### config.mk
export PLATFORM = sky130hd
export DESIGN_NAME = mc_unit_sched
export DESIGN_NICKNAME = d
export VERILOG_FILES = /design/src/rtl/riscv_pkg.sv /design/src/rtl/mc_unit_slot.sv /design/src/rtl/mc_unit_sched.sv
export SDC_FILE = /design/constraint.sdc
export NUM_CORES = 1
export LEC_CHECK = 0
export CORE_MARGIN = 2
export CORE_UTILIZATION = 49
export DETAILED_ROUTE_END_ITERATION = 10
export PLACE_DENSITY_LB_ADDON = 0.2
export SETUP_SLACK_MARGIN = 0.02
export SKIP_CTS_REPAIR_TIMING = 1
export SLEW_MARGIN = 20
export SYNTH_ARGS = -nofsm -noshare
export SYNTH_HDL_FRONTEND = slang
export SYNTH_SLANG_ARGS = --single-unit
### constraint.sdc
create_clock -name i_clk -period 4.3 [get_ports i_clk]
set_clock_uncertainty 0.05 [all_clocks]
set_input_delay 0.86 -clock i_clk [delete_from_list [all_inputs] [get_ports i_clk]]
set_output_delay 0.86 -clock i_clk [all_outputs]
set_load 0.05 [all_outputs]
### src/rtl/riscv_pkg.sv
// Writeback-source codes, multi-cycle slot states and the pending-destination
// tag compare shared by the scheduler and its bench.
package riscv_pkg;

    localparam logic [2:0] SRC_ALU  = 3'd0;
    localparam logic [2:0] SRC_DMEM = 3'd1;
    localparam logic [2:0] SRC_PC4  = 3'd2;
    localparam logic [2:0] SRC_IMM  = 3'd3;
    localparam logic [2:0] SRC_CSR  = 3'd4;
    localparam logic [2:0] SRC_MUL  = 3'd5;
    localparam logic [2:0] SRC_FPU  = 3'd6;

    typedef enum logic [1:0] {SlotIdle, SlotBusy, SlotHold} slot_state_e;

    // Integer x0 is hardwired and never pending; FP f0 is a real register.
    function automatic logic tag_hit(input logic [4:0] idx, input logic fp, input logic pend,
                                     input logic [4:0] tag_rd, input logic tag_fp);
        return pend && (idx == tag_rd) && (fp == tag_fp) && (fp || (idx != 5'd0));
    endfunction

endpackage

### src/rtl/mc_unit_slot.sv
// One outstanding op for a multi-cycle unit: destination tags, result hold
// register and a BUSY watchdog that drops ops the unit never finishes.
module mc_unit_slot
    import riscv_pkg::*;
#(
    parameter int unsigned XLEN        = 32,
    parameter int unsigned TIMEOUT_CYC = 64
) (
    input  logic            i_clk,
    input  logic            i_rst_n,
    input  logic            i_start,
    input  logic [4:0]      i_rd,
    input  logic            i_rd_fp,
    input  logic            i_we,
    input  logic            i_done,
    input  logic [XLEN-1:0] i_result,
    input  logic            i_retire,
    output logic            o_idle,
    output logic            o_hold,
    output logic [4:0]      o_rd,
    output logic            o_rd_fp,
    output logic            o_we,
    output logic [XLEN-1:0] o_result,
    output logic            o_timeout
);

    localparam int unsigned CntW = $clog2(TIMEOUT_CYC + 1);

    slot_state_e     state_q;
    logic [CntW-1:0] cnt_q;

    assign o_idle    = (state_q == SlotIdle);
    assign o_hold    = (state_q == SlotHold);
    // A done landing on the last BUSY cycle still captures.
    assign o_timeout = (state_q == SlotBusy) && !i_done && (cnt_q == CntW'(TIMEOUT_CYC - 1));

    always_ff @(posedge i_clk or negedge i_rst_n) begin
        if (!i_rst_n) begin
            state_q  <= SlotIdle;
            cnt_q    <= '0;
            o_rd     <= '0;
            o_rd_fp  <= 1'b0;
            o_we     <= 1'b0;
            o_result <= '0;
        end else begin
            case (state_q)
                SlotIdle: begin
                    if (i_start) begin
                        state_q <= SlotBusy;
                        cnt_q   <= '0;
                        o_rd    <= i_rd;
                        o_rd_fp <= i_rd_fp;
                        o_we    <= i_we;
                    end
                end
                SlotBusy: begin
                    if (i_done) begin
                        state_q  <= SlotHold;
                        o_result <= i_result;
                    end else if (o_timeout) begin
                        state_q <= SlotIdle;
                    end else begin
                        cnt_q <= cnt_q + CntW'(1);
                    end
                end
                SlotHold: begin
                    if (i_retire) state_q <= SlotIdle;
                end
                default: state_q <= SlotIdle;
            endcase
        end
    end

endmodule

### src/rtl/mc_unit_sched.sv
// Issue/writeback scheduler for the multiplier and FPU: launch gating, RAW/WAW
// interlocks against pending destinations, and oldest-first writeback grant.
module mc_unit_sched
    import riscv_pkg::*;
#(
    parameter int unsigned XLEN        = 32,
    parameter int unsigned TIMEOUT_CYC = 64
) (
    input  logic            i_clk,
    input  logic            i_rst_n,
    input  logic            i_issue_valid,
    input  logic [2:0]      i_issue_src,
    input  logic [4:0]      i_issue_rd,
    input  logic            i_issue_rd_fp,
    input  logic            i_issue_reg_write,
    input  logic [14:0]     i_rs_idx,
    input  logic [2:0]      i_rs_used,
    input  logic [2:0]      i_rs_fp,
    input  logic            i_flush,
    output logic            o_issue_stall,
    output logic            o_mul_start,
    input  logic            i_mul_done,
    input  logic [XLEN-1:0] i_mul_result,
    output logic            o_fpu_start,
    input  logic            i_fpu_done,
    input  logic [XLEN-1:0] i_fpu_result,
    input  logic            i_wb_ready,
    output logic            o_wb_valid,
    output logic [4:0]      o_wb_rd,
    output logic            o_wb_fp,
    output logic            o_wb_we,
    output logic [XLEN-1:0] o_wb_data,
    output logic            o_timeout
);

    logic            live_q, age_q, timeout_q;
    logic            mul_idle, mul_hold, mul_rd_fp, mul_we, mul_to, mul_pend, grant_mul;
    logic            fpu_idle, fpu_hold, fpu_rd_fp, fpu_we, fpu_to, fpu_pend, grant_fpu;
    logic [4:0]      mul_rd, fpu_rd;
    logic [XLEN-1:0] mul_res, fpu_res;
    logic            raw, waw, unit_busy, launch;

    mc_unit_slot #(.XLEN(XLEN), .TIMEOUT_CYC(TIMEOUT_CYC)) u_mul_slot (
        .i_clk    (i_clk),
        .i_rst_n  (i_rst_n),
        .i_start  (o_mul_start),
        .i_rd     (i_issue_rd),
        .i_rd_fp  (i_issue_rd_fp),
        .i_we     (i_issue_reg_write),
        .i_done   (i_mul_done),
        .i_result (i_mul_result),
        .i_retire (grant_mul && i_wb_ready),
        .o_idle   (mul_idle),
        .o_hold   (mul_hold),
        .o_rd     (mul_rd),
        .o_rd_fp  (mul_rd_fp),
        .o_we     (mul_we),
        .o_result (mul_res),
        .o_timeout(mul_to)
    );

    mc_unit_slot #(.XLEN(XLEN), .TIMEOUT_CYC(TIMEOUT_CYC)) u_fpu_slot (
        .i_clk    (i_clk),
        .i_rst_n  (i_rst_n),
        .i_start  (o_fpu_start),
        .i_rd     (i_issue_rd),
        .i_rd_fp  (i_issue_rd_fp),
        .i_we     (i_issue_reg_write),
        .i_done   (i_fpu_done),
        .i_result (i_fpu_result),
        .i_retire (grant_fpu && i_wb_ready),
        .o_idle   (fpu_idle),
        .o_hold   (fpu_hold),
        .o_rd     (fpu_rd),
        .o_rd_fp  (fpu_rd_fp),
        .o_we     (fpu_we),
        .o_result (fpu_res),
        .o_timeout(fpu_to)
    );

    assign mul_pend = !mul_idle && mul_we;
    assign fpu_pend = !fpu_idle && fpu_we;

    always_comb begin
        raw = 1'b0;
        for (int i = 0; i < 3; i++) begin
            if (i_rs_used[i] &&
                (tag_hit(i_rs_idx[5*i +: 5], i_rs_fp[i], mul_pend, mul_rd, mul_rd_fp) ||
                 tag_hit(i_rs_idx[5*i +: 5], i_rs_fp[i], fpu_pend, fpu_rd, fpu_rd_fp))) begin
                raw = 1'b1;
            end
        end
    end

    assign waw = i_issue_reg_write &&
                 (tag_hit(i_issue_rd, i_issue_rd_fp, mul_pend, mul_rd, mul_rd_fp) ||
                  tag_hit(i_issue_rd, i_issue_rd_fp, fpu_pend, fpu_rd, fpu_rd_fp));
    assign unit_busy = ((i_issue_src == SRC_MUL) && !mul_idle) ||
                       ((i_issue_src == SRC_FPU) && !fpu_idle);

    assign o_issue_stall = i_issue_valid && (unit_busy || raw || waw);
    // live_q keeps launches quiet in the first cycle out of reset.
    assign launch        = live_q && i_issue_valid && !o_issue_stall && !i_flush;
    assign o_mul_start   = launch && (i_issue_src == SRC_MUL);
    assign o_fpu_start   = launch && (i_issue_src == SRC_FPU);

    // age_q set means the FPU was launched most recently, so the MUL is older.
    assign grant_fpu = fpu_hold && (!mul_hold || !age_q);
    assign grant_mul = mul_hold && !grant_fpu;

    always_comb begin
        o_wb_valid = mul_hold || fpu_hold;
        o_wb_rd    = '0;
        o_wb_fp    = 1'b0;
        o_wb_we    = 1'b0;
        o_wb_data  = '0;
        if (grant_fpu) begin
            o_wb_rd   = fpu_rd;
            o_wb_fp   = fpu_rd_fp;
            o_wb_we   = fpu_we;
            o_wb_data = fpu_res;
        end else if (grant_mul) begin
            o_wb_rd   = mul_rd;
            o_wb_fp   = mul_rd_fp;
            o_wb_we   = mul_we;
            o_wb_data = mul_res;
        end
    end

    assign o_timeout = timeout_q;

    always_ff @(posedge i_clk or negedge i_rst_n) begin
        if (!i_rst_n) begin
            live_q    <= 1'b0;
            age_q     <= 1'b0;
            timeout_q <= 1'b0;
        end else begin
            live_q <= 1'b1;
            if (o_mul_start) begin
                age_q <= 1'b0;
            end else if (o_fpu_start) begin
                age_q <= 1'b1;
            end
            if (mul_to || fpu_to) timeout_q <= 1'b1;
        end
    end

endmodule

; ---- Word-level counts from Yosys, hierarchy flattened
; Cells that the tools add are included.
[totals]
reg_bits = 99
output_inout_bits = 44
inputBits = 102
word_cells = 168
[classes]
n_mux = 31
n_eq_ne = 34
n_addsub = 2
reduce_logical = 86
[op_table]
columns = cell, n
row1 = $mux 32, 2
row2 = $logic_and 1x1->1, 46
row3 = $mux 7, 6
row4 = $eq 5x5->1, 8
row5 = $pmux 7 s2, 2
row6 = $reduce_bool 5->1, 4
row7 = $mux 2, 8
row8 = $add 7x1->7 const B, 2
row9 = $eq 7x6->1 const B, 2
row10 = $logic_or 1x1->1, 14
row11 = $ne 2x2->1 const B, 6
row12 = $pmux 2 s3, 2
row13 = $mux 5, 2
row14 = $logic_not 1->1, 9
row15 = $mux 1, 9
row16 = $eq 1x1->1, 8
row17 = $reduce_and 2->1, 4
row18 = $reduce_and 4->1, 2
row19 = $eq 3x3->1 const B, 2
row20 = $ne 3x3->1 const B, 2
row21 = $reduce_and 3->1, 2
row22 = $reduce_bool 2->1, 3
row23 = $eq 2x1->1 const B, 2
row24 = $eq 2x2->1 const B, 2
row25 = 2 further kinds, 4

; ---- Logic depth before layout (Yosys ltp)
; Gate-level depths: netlist of run 1.
[logic_depth]
ltp_word = 20
depth_mapped = 8

; ---- Modules after synthesis
; A second synthesis of run 1 with hierarchy kept.
[unflattened]
cells_unflattened = 537
area_unflattened_um2 = 5272.6
[modules_own_cells]
columns = module, area_each_um2, seq_area_each_um2, n_inst, cells_per_inst
row1 = mc_unit_slot, 1920.6, 1201.2, 2, 146
row2 = mc_unit_sched, 1431.4, 75.1, 1, 245

; ---- Least setup slack after synthesis of run 1
; Ideal clock, no wire load.
[synth_path]
path_type = input -> output
start = input i_issue_rd[0]
end = output o_fpu_start
slack_ns = 0.441
stages = 6
arrival_time_ns = 2.949
t_required_ns = 3.390
cell_sequence = or4_1 > o31a_1 > a222oi_1 > nand4_2 > buf_2 > inv_1
[synth_via]
elab_chain_cells = 12
elab_cells_between_ends = 18
classes_between = 2 x eq/ne / 16 x reduce/logical
[synth_lines]
columns = item, line
row1 = "start, declared", mc_unit_sched.sv:13  ; input logic [4:0] i_issue_rd,
row2 = $eq 5x5->1, riscv_pkg.sv:18  ; return pend && (idx == tag_rd) && (fp == tag_fp) && (fp || (idx != 5'd0));
row3 = $logic_and 1x1->1 (3 in a row), riscv_pkg.sv:18
row4 = $logic_or 1x1->1 *, mc_unit_sched.sv:96  ; (tag_hit(i_issue_rd, i_issue_rd_fp, mul_pend, mul_rd, mul_rd_fp) ||
row5 = $logic_and 1x1->1 *, mc_unit_sched.sv:95  ; assign waw = i_issue_reg_write &&
row6 = $logic_or 1x1->1 *, mc_unit_sched.sv:101  ; assign o_issue_stall = i_issue_valid && (unit_busy || raw || waw);
row7 = $logic_and 1x1->1 *, mc_unit_sched.sv:101
row8 = $logic_not 1->1 *, mc_unit_sched.sv:103  ; assign launch = live_q && i_issue_valid && !o_issue_stall && !i_flush;
row9 = $logic_and 1x1->1 * (2 in a row), mc_unit_sched.sv:103
row10 = $logic_and 1x1->1 *, mc_unit_sched.sv:105  ; assign o_fpu_start = launch && (i_issue_src == SRC_FPU);
row11 = "end, declared", mc_unit_sched.sv:24  ; output logic o_fpu_start,
; Mark *: on every way between the ends. The rest lies on a longest branch, timed or not.

; ---- Worst setup path in the final report of run 1
[layout_path]
start = input i_issue_rd[1]
end = output o_mul_start
[layout_via]
elab_chain_cells = 12
elab_cells_between_ends = 18
classes_between = 2 x eq/ne / 16 x reduce/logical
[layout_lines]
columns = item, line
row1 = $eq 5x5->1, riscv_pkg.sv:18
row2 = $logic_and 1x1->1 (3 in a row), riscv_pkg.sv:18
row3 = $logic_or 1x1->1 *, mc_unit_sched.sv:96
row4 = $logic_and 1x1->1 *, mc_unit_sched.sv:95
row5 = $logic_or 1x1->1 *, mc_unit_sched.sv:101
row6 = $logic_and 1x1->1 *, mc_unit_sched.sv:101
row7 = $logic_not 1->1 *, mc_unit_sched.sv:103
row8 = $logic_and 1x1->1 * (2 in a row), mc_unit_sched.sv:103
row9 = $logic_and 1x1->1 *, mc_unit_sched.sv:104  ; assign o_mul_start = launch && (i_issue_src == SRC_MUL);
row10 = "end, declared", mc_unit_sched.sv:21  ; output logic o_mul_start,
; Marks and branches as above.

==> results by stage, run 1 <==
Outcome:
- The flow ran to the end, and the final reports show no timing, DRC or antenna violations.

Placement:
- The placed instances occupy a cell area of a little under 0.007 mm2.
- The number of port buffers is approximately 150.
- The final RePlAce weighted congestion is roughly 0.92.
- The HPWL after detailed placement is between 9 and 10 mm.

Clock tree:
- The clock-pin transition on the worst setup and hold timing paths is approximately 0.09 ns.
- The count of clock tree sinks is 99.
- In this run the number of H-tree levels came out at 3.
- CTS placed an instance of clkbuf_8 at the clock tree root.
- The TritonCTS clock tree is built.
- The source-to-sink clock delay at the later pin of the worst-skew pair is 0.36 ns.
- The maximum clock insertion buffer count is 2.
- Buffers inserted during clock tree synthesis total 9.

Logic synthesis:
- The most common flop cell mapped by yosys is dfrtp_1.
- The number of warning messages in the yosys log is 0.
- Yosys mapped a number of flops with a built-in enable equal to 0.
- The synthesized netlist net count is just over 600.
- Summed over all instances, the cell type with the most area after synthesis is dfrtp_1.
- The sequential area share after synthesis is between 40% and 50%.
- The count of mapped cells out of synthesis is ~500.
- The mean instance size in the synthesized netlist is 10.2 um2.
- After synthesis, the most frequently instantiated cells are dfrtp_1, nand2_1, mux2_2.
- Sorting the synthesized cells by area gives the leading types as dfrtp_1, mux2_2, xnor2_1.
- dfrtp_1 is the most common cell in the netlist.
- The synthesized netlist contains 46 unique library cells.
- In the synthesized netlist the async set-or-reset flop fraction comes to 100%.
- The top cell type by area accounts for 47.3% of the synthesized area.
- The post-synthesis instance area is 0.00523 mm2.
- The flop and latch count out of synthesis is 99.

Timing:
- The slew at the pin with the worst max-slew slack is around 0.75 ns.
- The aggregate negative setup slack is 0 ns.
- The max-slew violation count is 0.
- Setup violations remaining at the end of the flow were counted as 0.
- Of the available clock period, the critical path in the final layout requires between 90% and 100%.
- The final-report hold violation count came to 0.
- Headroom to the max-slew limit came out at roughly half.
- The smallest clock period supported by the final layout is computed as between 4 and 5 ns.
- Setup repair after global routing left no endpoint under its margin.
- Derived from the worst setup path, the maximum achievable clock frequency is approximately 250 MHz.

Power:
- In this run the static leakage power is ~0.0028 uW.
- The internal power of the cells totals about 2200 uW.
- Combinational logic burns 35.5% of the power.
- For this design the ratio of total power to cell area is ~470 mW/mm2.
- The net switching power is ~1100 uW.
- Per report_power, the clock group accounts for 19.6% of the total.
- The share of total power in sequential cells is between 40% and 50%.
- The maximum vdd drop is around 0.27 mV.
- Net switching is between 30% and 40% of the power.

Critical path:
- Counting both buffers and inverters, the worst setup path holds a total of 3.
- For this run, the slowest stage of the critical path takes around 0.54 ns.
- STA puts the critical path data required time at approximately 3.4 ns.
- The startpoint kind of the worst setup timing path is a primary input.
- Traced cell by cell, the critical path runs through clkdlybuf4s50_1 -> or4_1 -> o31a_1 -> a222oi_1 -> buf_4 -> nand2_1 -> nor2_1 -> buf_12.
- The endpoint arrival time on the critical path is 3.16 ns.
- The element type at the critical path end is an output port.
- In this run the worst path has a maximum fanout of 5.
- For this design, the slowest cell found on the critical path is or4_1.
- The family with the most delay on the worst path is buffers and inverters.
- The critical setup path kind is in2out.

Cells and area:
- Compared with the post-synthesis result, the final layout area differs by 34.9%.
- The filler cells instantiated in the layout total 853.
- The antenna diode count is 0.
- The post-layout net count is between 700 and 800.
- The fraction of final layout cells with drive strength greater than 1 is between 10% and 20%.
- The final design area excluding fillers is roughly 0.007 mm2.

Floorplan:
- Once the floorplan was initialized, standard cells occupied roughly 50% of the core.
- From bottom edge to top edge, the die measures between 100 and 150 um.
- The die is 107 um wide.
- After floorplanning, the core was divided into 37 placement rows.
- The floorplan step defined a core boundary enclosing about 0.010 mm2.
- The I/O pin count is approximately 150.
- The total die area is approximately 0.012 mm2.

Routing:
- The remaining antenna violation count after routing is 0.
- The total length of routed wires is 13.3 mm.
- The number of vias per cell after detailed routing is 5.51.
- The routed layout has between 4000 and 5000 vias.
- In the routed design, unresolved DRC markers number 0.
- The number of iterations in the first detailed-routing pass is 4.
- The detailed router finished its first iteration with between 200 and 250 violations.
- The average detailed-routed wire length per instance is approximately 17 um.

Global route:
- Entering global routing, the biggest net connects between 80 and 90 pins.
- In the global route stage, overall resource usage came out at around 24%.
- The global-route congestion overflow total is 0.
- The initial antenna violation count is 0.
- The first global-routing pass estimated 21.9 mm of wire.
- The via count of the first global-routing pass is ~4500.

Hold path:
- The kind of path behind the tightest hold check is reg2reg.

Job:
- The count of max-cap constraint violations is 0.
==> routing by layer <==
layer	GRT usage (%)	part of all wire [%]	up-vias
li1	-	-	2040
met1	30.2	42	2138
met2	40.8	49	139
met3	7.02	8.0	15
met4	7.42	1.3	0
met5	0	0	-
==> stage by stage <==
step	total power, uW	hold WS, ns	utilization [%]	setup slack, ns	std cells
finish	3310	0.430	68.1	0.225	786
global route	3520	0.452	68.1	0.0680	786
CTS	3340	0.435	68.0	0.226	786
detailed placement	2680	0.413	65.9	0.240	770
global placement	2620	0.414	65.9	0.248	770
floorplan	2260	0.417	-	0.441	514
==> cell usage in the layout (no fill, tap or decap), types with 6 or more instances in the layout <==
cell,count
nand4_1,10
nand3_1,14
clkbuf_8,10
o22ai_1,6
a21oi_1,8
dfrtp_1,99
inv_1,6
buf_4,8
nand2_1,94
nor2_1,8
clkdlybuf4s50_1,141
xnor2_1,48
o21ai_0,48
mux2_2,77
==> state kept, by name (all words and copies together) (netlist names), 2 cells and up <==
signal	flops
u_fpu_slot.o_result	32
u_mul_slot.o_result	32
u_fpu_slot.cnt_q	7
u_mul_slot.cnt_q	7
u_fpu_slot.o_rd	5
u_mul_slot.o_rd	5
u_fpu_slot.state_q	2
u_mul_slot.state_q	2
==> final timing paths <==
| check | startpoint | end | slack, ns | cells past startpoint |
|---|---|---|---|---|
| min | o_timeout | o_timeout | 0.43 | 1 |
| max | i_issue_rd[1] | o_mul_start | 0.23 | 8 |
| max in group asynchronous | i_rst_n | u_mul_slot.o_rd_fp | 2.92 | 2 |
| min reg2reg | o_timeout | o_timeout | 0.43 | 1 |
| min in group asynchronous | i_rst_n | u_fpu_slot.o_result[29] | 0.46 | 1 |
| max reg2reg | u_fpu_slot.state_q[0] | u_mul_slot.o_rd_fp | 1.77 | 7 |
==> power by group through the flow <==
stage          combinational (uW)  clock, uW  sequential [uW]
3_5_place_dp                 1180          0             1500
5_1_grt                      1280        710             1530
6_report                     1170        649             1480
2_1_floorplan                 871          0             1390
4_1_cts                      1190        670             1480
3_3_place_gp                 1140          0             1480
==> final cells by class <==
class | count | area, um2 | area share (%)
tap | 136 | 170 | 2.41
clock buffer | 12 | 145 | 2.06
timing repair buffer | 153 | 1540 | 21.9
sequential | 99 | 2480 | 35.1
multi-input combinational | 375 | 2620 | 37.2
inverter | 7 | 26.3 | 0.372
clock inverter | 4 | 73.8 | 1.05
==> logic make-up after synthesis <==
family / count (synthesis) / share of synthesized area, %
buffers and inverters: 40 / 2.89
adders and majority gates: 2 / 0.478
DFF: 99 / 47.3
and+or+nand+nor: 155 / 13.6
xor gates and xnor gates: 48 / 8.03
AOI/OAI and AO/OA: 87 / 10.1
other: 1 / 0.0717
muxes: 82 / 17.6
Power figures use the tool's default switching activity.
==> inputs of run 2 (changes only) <==
PLACE_DENSITY = 0.81   (was unset)
PLACE_DENSITY_LB_ADDON = unset   (was 0.2)
==> run 2 against run 1 <==
  * Worst hold slack improved by 0.018 ns
  * Sequential share of layout area rose by 0.29 points
  * First-iteration DRC count down 16%
  * Worst setup slack worse by 0.15 ns
  * Global-route usage decreased by 0.26 points
  * Critical path depth unchanged
  * Sequential cell count stayed put
  * Power down 3.7%
  * Cell area decreased by 0.82%
  * Largest cell class unchanged
  * Highest routed layer unchanged
==> results by stage, run 2 (synthesized netlist as in run 1, its figures left out) <==
Routing:
- The average detailed-routed wire length per instance is 16.8 um (-1.2%).
- The remaining antenna violation count after routing came to 0 (unchanged).
- The number of iterations in the first detailed-routing pass is 4 (unchanged).
- The number of vias per cell after detailed routing is 5.47 (-0.81%).
- The DRC violation count after routing is 0 (unchanged).
- The total length of routed wires is 13.2 mm (-1.2%).
- The initial detailed-routing violation count is 202 (-16%).
- The via count of the routed design is 4297 (-0.81%).

Critical path:
- The startpoint kind of the worst setup timing path is a primary input.
- The worst-case reg-to-reg path depth came to 8 (+1).
- The minimum setup slack among reg-to-reg paths is 1.88 ns (+0.11 ns).
- The stage delay of the slowest cell on the critical path came to 0.60 ns (+0.06 ns).
- The required time at the endpoint of the critical path came to 3.39 ns (about the same).
- The endpoint arrival time on the critical path is 3.31 ns (+0.15 ns).
- STA classifies the critical path endpoint as an output port.
- The startpoint of the lowest-slack register-to-register path is u_mul_slot.state_q[0].
- The critical setup path kind is in2out.
- The slowest stage of the critical path belongs to the cell or4_1.
- The critical path goes through clkdlybuf4s50_1 -> or4_1 -> o31a_1 -> a222oi_1 -> buf_4 -> nand2_1 -> nor2_1 -> buf_12.
- The worst reg2reg path endpoint is u_fpu_slot.cnt_q[5].
- The highest fanout seen on the critical path is 5 (unchanged).

Global route:
- The largest net degree at the start of global routing is 82 (unchanged).
- The global-route congestion overflow total is 0 (unchanged).
- The global-route wire length before repair came to 21.9 mm (about the same).
- The via count of the first global-routing pass is 4521 (+1.0%).
- The initial antenna violation count was 0 (unchanged).
- The total routing usage reported by global routing is 24.0% (-0.26 points).

Job:
- The count of max-cap constraint violations is 0 (unchanged).

Timing:
- The slew at the pin with the worst max-slew slack is 0.738 ns (-0.00796 ns).
- The post-route clock period utilization is 98.2% (+3.4 points).
- The max-slew violation count is 0 (unchanged).
- The worst slew margin relative to its limit is 50.8% (+0.53 points).
- The final count of negative-setup-slack endpoints is 0 (unchanged).
- The minimum clock period is 4.22 ns (+0.146 ns).
- The final worst-path setup slack is 0.0789 ns (-0.146 ns).
- The aggregate negative setup slack is 0 ns (unchanged).
- Setup repair after global routing left no endpoint under its margin.
- The final-report hold violation count came to 0 (unchanged).
- The highest clock rate is 237 MHz (-3.5%).

Cells and area:
- The antenna diode count came to 0 (unchanged).
- The library cells used most frequently in the layout, excluding fill and tap cells, are clkdlybuf4s50_1, dfrtp_1, nand2_1, mux2_2.
- The largest registers in the layout are u_fpu_slot.o_result: 32 flops, u_mul_slot.o_result: 32 flops.
- The library cell used most frequently in the layout, excluding fill and tap cells, is clkdlybuf4s50_1.
- The post-layout net count is 750 (+0.13%).
- The final design utilization is 67.5% (-0.55 points).
- The fraction of final layout cells with drive strength greater than 1 is 16.8% (+0.15 points).
- Compared with the post-synthesis result, the final layout area differs by 33.8%.

Floorplan:
- The width of the die is 107 um (unchanged).
- The I/O pin count is 146 (unchanged).
- The initial standard-cell utilization of the core is 50.5% (unchanged).
- The core footprint is 0.0104 mm2 (unchanged).
- The vertical die dimension was 107 um (unchanged).
- The number of standard-cell rows in the floorplan is 37 (unchanged).
- The total die area is 0.0115 mm2 (unchanged).

Power:
- The total leakage power is 0.00282 uW (-0.92%).
- The power density over cell area is 455 mW/mm2 (-2.9%).
- The total design power is 3180 uW (-3.7%).
- The maximum vdd drop is 0.394 mV (+46%).

Clock tree:
- The total clock buffers created by CTS came to 9 (unchanged).
- The source-to-sink clock delay at the later pin of the worst-skew pair came to 0.36 ns (about the same).
- The count of clock tree sinks is 99 (unchanged).
- The clock-pin transition on the worst setup and hold timing paths is 0.09 ns (about the same).
- The maximum clock insertion buffer count is 2 (unchanged).
- The maximum level of the CTS H-tree is 3 (unchanged).
- The root cell of the clock tree is clkbuf_8.
- TritonCTS built the clock tree.

Placement:
- The worst setup timing slack at the placement stage was 0.108 ns (-0.132 ns).
- The number of port buffers is 145 (unchanged).
- The final RePlAce weighted congestion is 0.850 (-7.4%).
- The HPWL after detailed placement came to 9.47 mm (+1.5%).

Hold path:
- The path with the worst hold slack has its endpoint at o_timeout.
- In this run the worst hold path is classified as reg2reg.
- The startpoint identified for the worst hold timing path is o_timeout.
- The number of stages on the worst hold path is 1 (unchanged).

Outcome:
- The flow ran to the end, and the final reports show no timing, DRC or antenna violations.
-- run 2: worst max-delay path: cells and delay by family --
family          cells  cell delay [ns]
compound gates      2             0.67
simple gates        3             0.88
buf+inv             3             0.89
-- run 2: metal layers --
layer / track usage [%] / wire [um]
met5: 0 / 0
met4: 6.23 / 112
met3: 9.08 / 1090
met2: 40.1 / 6640
met1: 29.2 / 5340
-- run 2: metrics by stage --
step           cell area (um2)  instances  hold slack, ns
6_report                  7000        786           0.448
2_1_floorplan             5230        514           0.417
5_1_grt                   7000        786           0.476
3_3_place_gp              6830        771           0.425
4_1_cts                   7000        786           0.446
3_5_place_dp              6830        771           0.425
-- run 2: cell type report --
cell class              instances  area, um2
fillers                       803       3370
multi-input cells             375       2620
flip-flops and latches         99       2480
repair buffers                154       1540
well taps                     136        170
clock buffers                  10        128
clock inverters                 5       38.8
inverters                       7       26.3
-- run 2: how the worst max path moves through the flow --
| stage | from | end | slack [ns] | depth (start not counted) |
|---|---|---|---|---|
| floorplan | i_issue_rd[0] | o_fpu_start | 0.44 | 6 |
| global placement | i_issue_rd[0] | o_mul_start | 0.25 | 8 |
| detailed placement | i_issue_rd[0] | o_mul_start | 0.11 | 8 |
| CTS | i_issue_rd[0] | o_mul_start | 0.10 | 8 |
| global route | i_issue_rd[0] | o_mul_start | 0.03 | 8 |
| finish | i_issue_rd[0] | o_mul_start | 0.08 | 8 |
-- run 2: report_power, final --
| part | internal, uW | total [uW] | switching, uW |
|---|---|---|---|
| combinational | 581 | 1170 | 591 |
| clock | 211 | 527 | 316 |
| sequential | 1240 | 1480 | 248 |
| total | 2030 | 3180 | 1150 |
==> inputs of run 3 (changes only) <==
RECOVER_POWER = 50   (was unset)
==> run 3 against run 2 <==
  * The run now ends with max-capacitance violations, max-slew violations left
  * Clock power about the same
  * Non-clock buffer count did not move
  * Worst hold slack improved by 0.0010 ns
  * Critical path type unchanged
==> results by stage, run 3 (synthesized netlist as in run 1, its figures left out) <==
Cells and area:
- Relative to the synthesized area, the layout overhead comes to 33.4%.
- The antenna diode count is 0 (unchanged).
- The top cell types in the final layout, fill and taps aside, are clkdlybuf4s50_1, dfrtp_1, nand2_1, mux2_2.
- The fraction of final layout cells with drive strength greater than 1 is 16.3% (-0.46 points).
- The largest registers in the layout are u_fpu_slot.o_result: 32 flops, u_mul_slot.o_result: 32 flops.
- The library cell used most frequently in the layout, excluding fill and tap cells, is clkdlybuf4s50_1.
- The number of fill cells came to 809 (+0.75%).
- The post-layout net count was 750 (unchanged).
- The combined area of the multi-input logic cells came to 0.00262 mm2 (unchanged).
- The area occupied by registers was 0.00248 mm2 (unchanged).
- The final design area excluding fillers was 0.00698 mm2 (-0.25%).

Placement:
- The final RePlAce weighted congestion was 0.850 (unchanged).
- The worst setup timing slack at the placement stage is 0.108 ns (unchanged).
- The number of port buffers is 145 (unchanged).
- The HPWL after detailed placement is 9.47 mm (unchanged).
- The post-detailed-placement cell area is 0.00683 mm2 (unchanged).

Timing:
- The aggregate negative setup slack was 0 ns (unchanged).
- The final count of negative-setup-slack endpoints is 0 (unchanged).
- The minimum clock period was 4.22 ns (-0.00242 ns).
- The post-route clock period utilization is 98.1% (about the same).
- The max-slew violation count is 150 (+150).
- The final-report hold violation count was 0 (unchanged).
- The final worst-path setup slack is 0.0813 ns (+0.00242 ns).
- The highest clock rate came to 237 MHz (about the same).
- Setup repair after global routing left no endpoint under its margin.
- The worst slew margin relative to its limit was -32.9% (-84 points).
- The slew at the pin with the worst max-slew slack is 1.99 ns (+1.26 ns).

Critical path:
- The worst setup path is captured at an output port.
- Following the worst setup path forward leads to its endpoint at o_mul_start.
- The worst-case reg-to-reg path depth is 5 (-3).
- The highest fanout seen on the critical path is 5 (unchanged).
- The worst setup path is of the in2out kind.
- The startpoint of the lowest-slack register-to-register path is u_fpu_slot.state_q[0].
- The critical path's slowest cell is or4_1.
- The required time at the endpoint of the critical path was 3.39 ns (about the same).
- The endpoint identified for the worst register-to-register timing path is u_fpu_slot.o_result[31].
- The minimum setup slack among reg-to-reg paths is 1.36 ns (-0.52 ns).
- The endpoint arrival time on the critical path is 3.31 ns (about the same).
- The beginning of the critical path is i_issue_rd[0].
- The stage delay of the slowest cell on the critical path is 0.60 ns (about the same).
- The critical path goes through clkdlybuf4s50_1 -> or4_1 -> o31a_1 -> a222oi_1 -> buf_4 -> nand2_1 -> nor2_1 -> buf_12.
- STA classifies the critical path startpoint as a primary input.

Job:
- The count of max-cap constraint violations was 3 (+3).

Outcome:
- The final reports fail on max-capacitance violations, max-slew violations.
- The flow ran to the end, but the final reports show violations.

Routing:
- The remaining antenna violation count after routing is 0 (unchanged).
- The initial detailed-routing violation count came to 181 (-10%).
- The average detailed-routed wire length per instance came to 16.8 um (about the same).
- The via count of the routed design is 4322 (+0.58%).
- The number of iterations in the first detailed-routing pass is 4 (unchanged).
- The DRC violation count after routing came to 0 (unchanged).
- The number of vias per cell after detailed routing is 5.50 (+0.58%).
- The total length of routed wires is 13.2 mm (about the same).

Global route:
- The global routing usage on met1 is 29.2% (unchanged).
- The largest net degree at the start of global routing is 82 (unchanged).
- The global-route wire length before repair is 21.9 mm (unchanged).
- The total routing usage reported by global routing is 24.0% (unchanged).
- The met3 track utilization from global routing was 9.08% (unchanged).
- In this run the most used layer during global routing was met2.
- The initial antenna violation count came to 0 (unchanged).
- The global-route met2 utilization came to 40.1% (unchanged).
- The via count of the first global-routing pass is 4521 (unchanged).
- The global-route congestion overflow total is 0 (unchanged).

Clock tree:
- The count of clock tree sinks came to 99 (unchanged).
- The maximum level of the CTS H-tree came to 3 (unchanged).
- The source-to-sink clock delay at the later pin of the worst-skew pair is 0.36 ns (about the same).
- CTS placed an instance of clkbuf_8 at the clock tree root.
- TritonCTS built the clock tree.
- The total clock buffers created by CTS is 9 (unchanged).
- The maximum clock insertion buffer count is 2 (unchanged).
- The clock-pin transition on the worst setup and hold timing paths came to 0.09 ns (about the same).

Floorplan:
- The initial standard-cell utilization of the core is 50.5% (unchanged).
- The vertical die dimension is 107 um (unchanged).
- The total die area is 0.0115 mm2 (unchanged).
- The number of standard-cell rows in the floorplan is 37 (unchanged).
- The width of the die is 107 um (unchanged).
- The core footprint came to 0.0104 mm2 (unchanged).
- The I/O pin count was 146 (unchanged).

Power:
- The total leakage power was 0.00280 uW (-0.39%).
- The maximum vdd drop is 0.395 mV (+0.11%).
- The power density over cell area is 456 mW/mm2 (+0.25%).

Hold path:
- The start point of the worst hold path is o_timeout.
- The kind of path behind the tightest hold check is reg2reg.
[run 3: cell count changes in the layout (fill, tap and decap cells not counted)]
cell and change:
buf_6 -1, clkbuf_2 +1, clkdlybuf4s50_1 -2, clkbuf_1 +3
buf_4 -3, dlygate4sd3_1 +2
[run 3: worst max-delay path: cells and delay by family]
family          cells  cell delay, ns
simple gates        3            0.89
compound gates      2            0.67
buf+inv             3            0.89
[run 3: final cells by class]
cell class	instances	share of cell area [%]
Timing Repair Buffer	154	21.8
Sequential cell	99	35.5
Clock inverter	5	0.555
Multi-Input combinational cell	375	37.6
Tap cell	136	2.44
Inverter	7	0.376
Clock buffer	10	1.83
[run 3: stage by stage]
step,hold slack [ns],cells,total power [uW],utilization (%)
after detailed placement,0.425,771,2680,65.9
after CTS,0.446,786,3210,67.5
after global placement,0.425,771,2610,65.9
after global routing,0.476,786,3390,67.4
final,0.449,786,3180,67.4
after floorplan,0.417,514,2260,-
[run 3: worst min path at each step]
stage	endpoint	depth (start not counted)
CTS	o_timeout	1
finish	o_timeout	1
detailed placement	o_timeout	1
global placement	o_timeout	1
global route	u_fpu_slot.o_result[14]	1
floorplan	u_fpu_slot.cnt_q[6]	1
[run 3: metal layers]
layer	vias to the layer above	routed length, um	share of wire (%)
li1	2046	-	-
met2	139	6630	50
met3	15	1100	8.3
met4	0	163	1.2
met1	2122	5280	40
met5	-	0	0
[run 3: power by group]
| part | internal, uW | leakage (uW) | switching (uW) |
|---|---|---|---|
| clock | 211 | 0.0000827 | 317 |
| combinational | 582 | 0.00148 | 590 |
| sequential | 1240 | 0.00124 | 248 |
| total | 2030 | 0.00280 | 1150 |
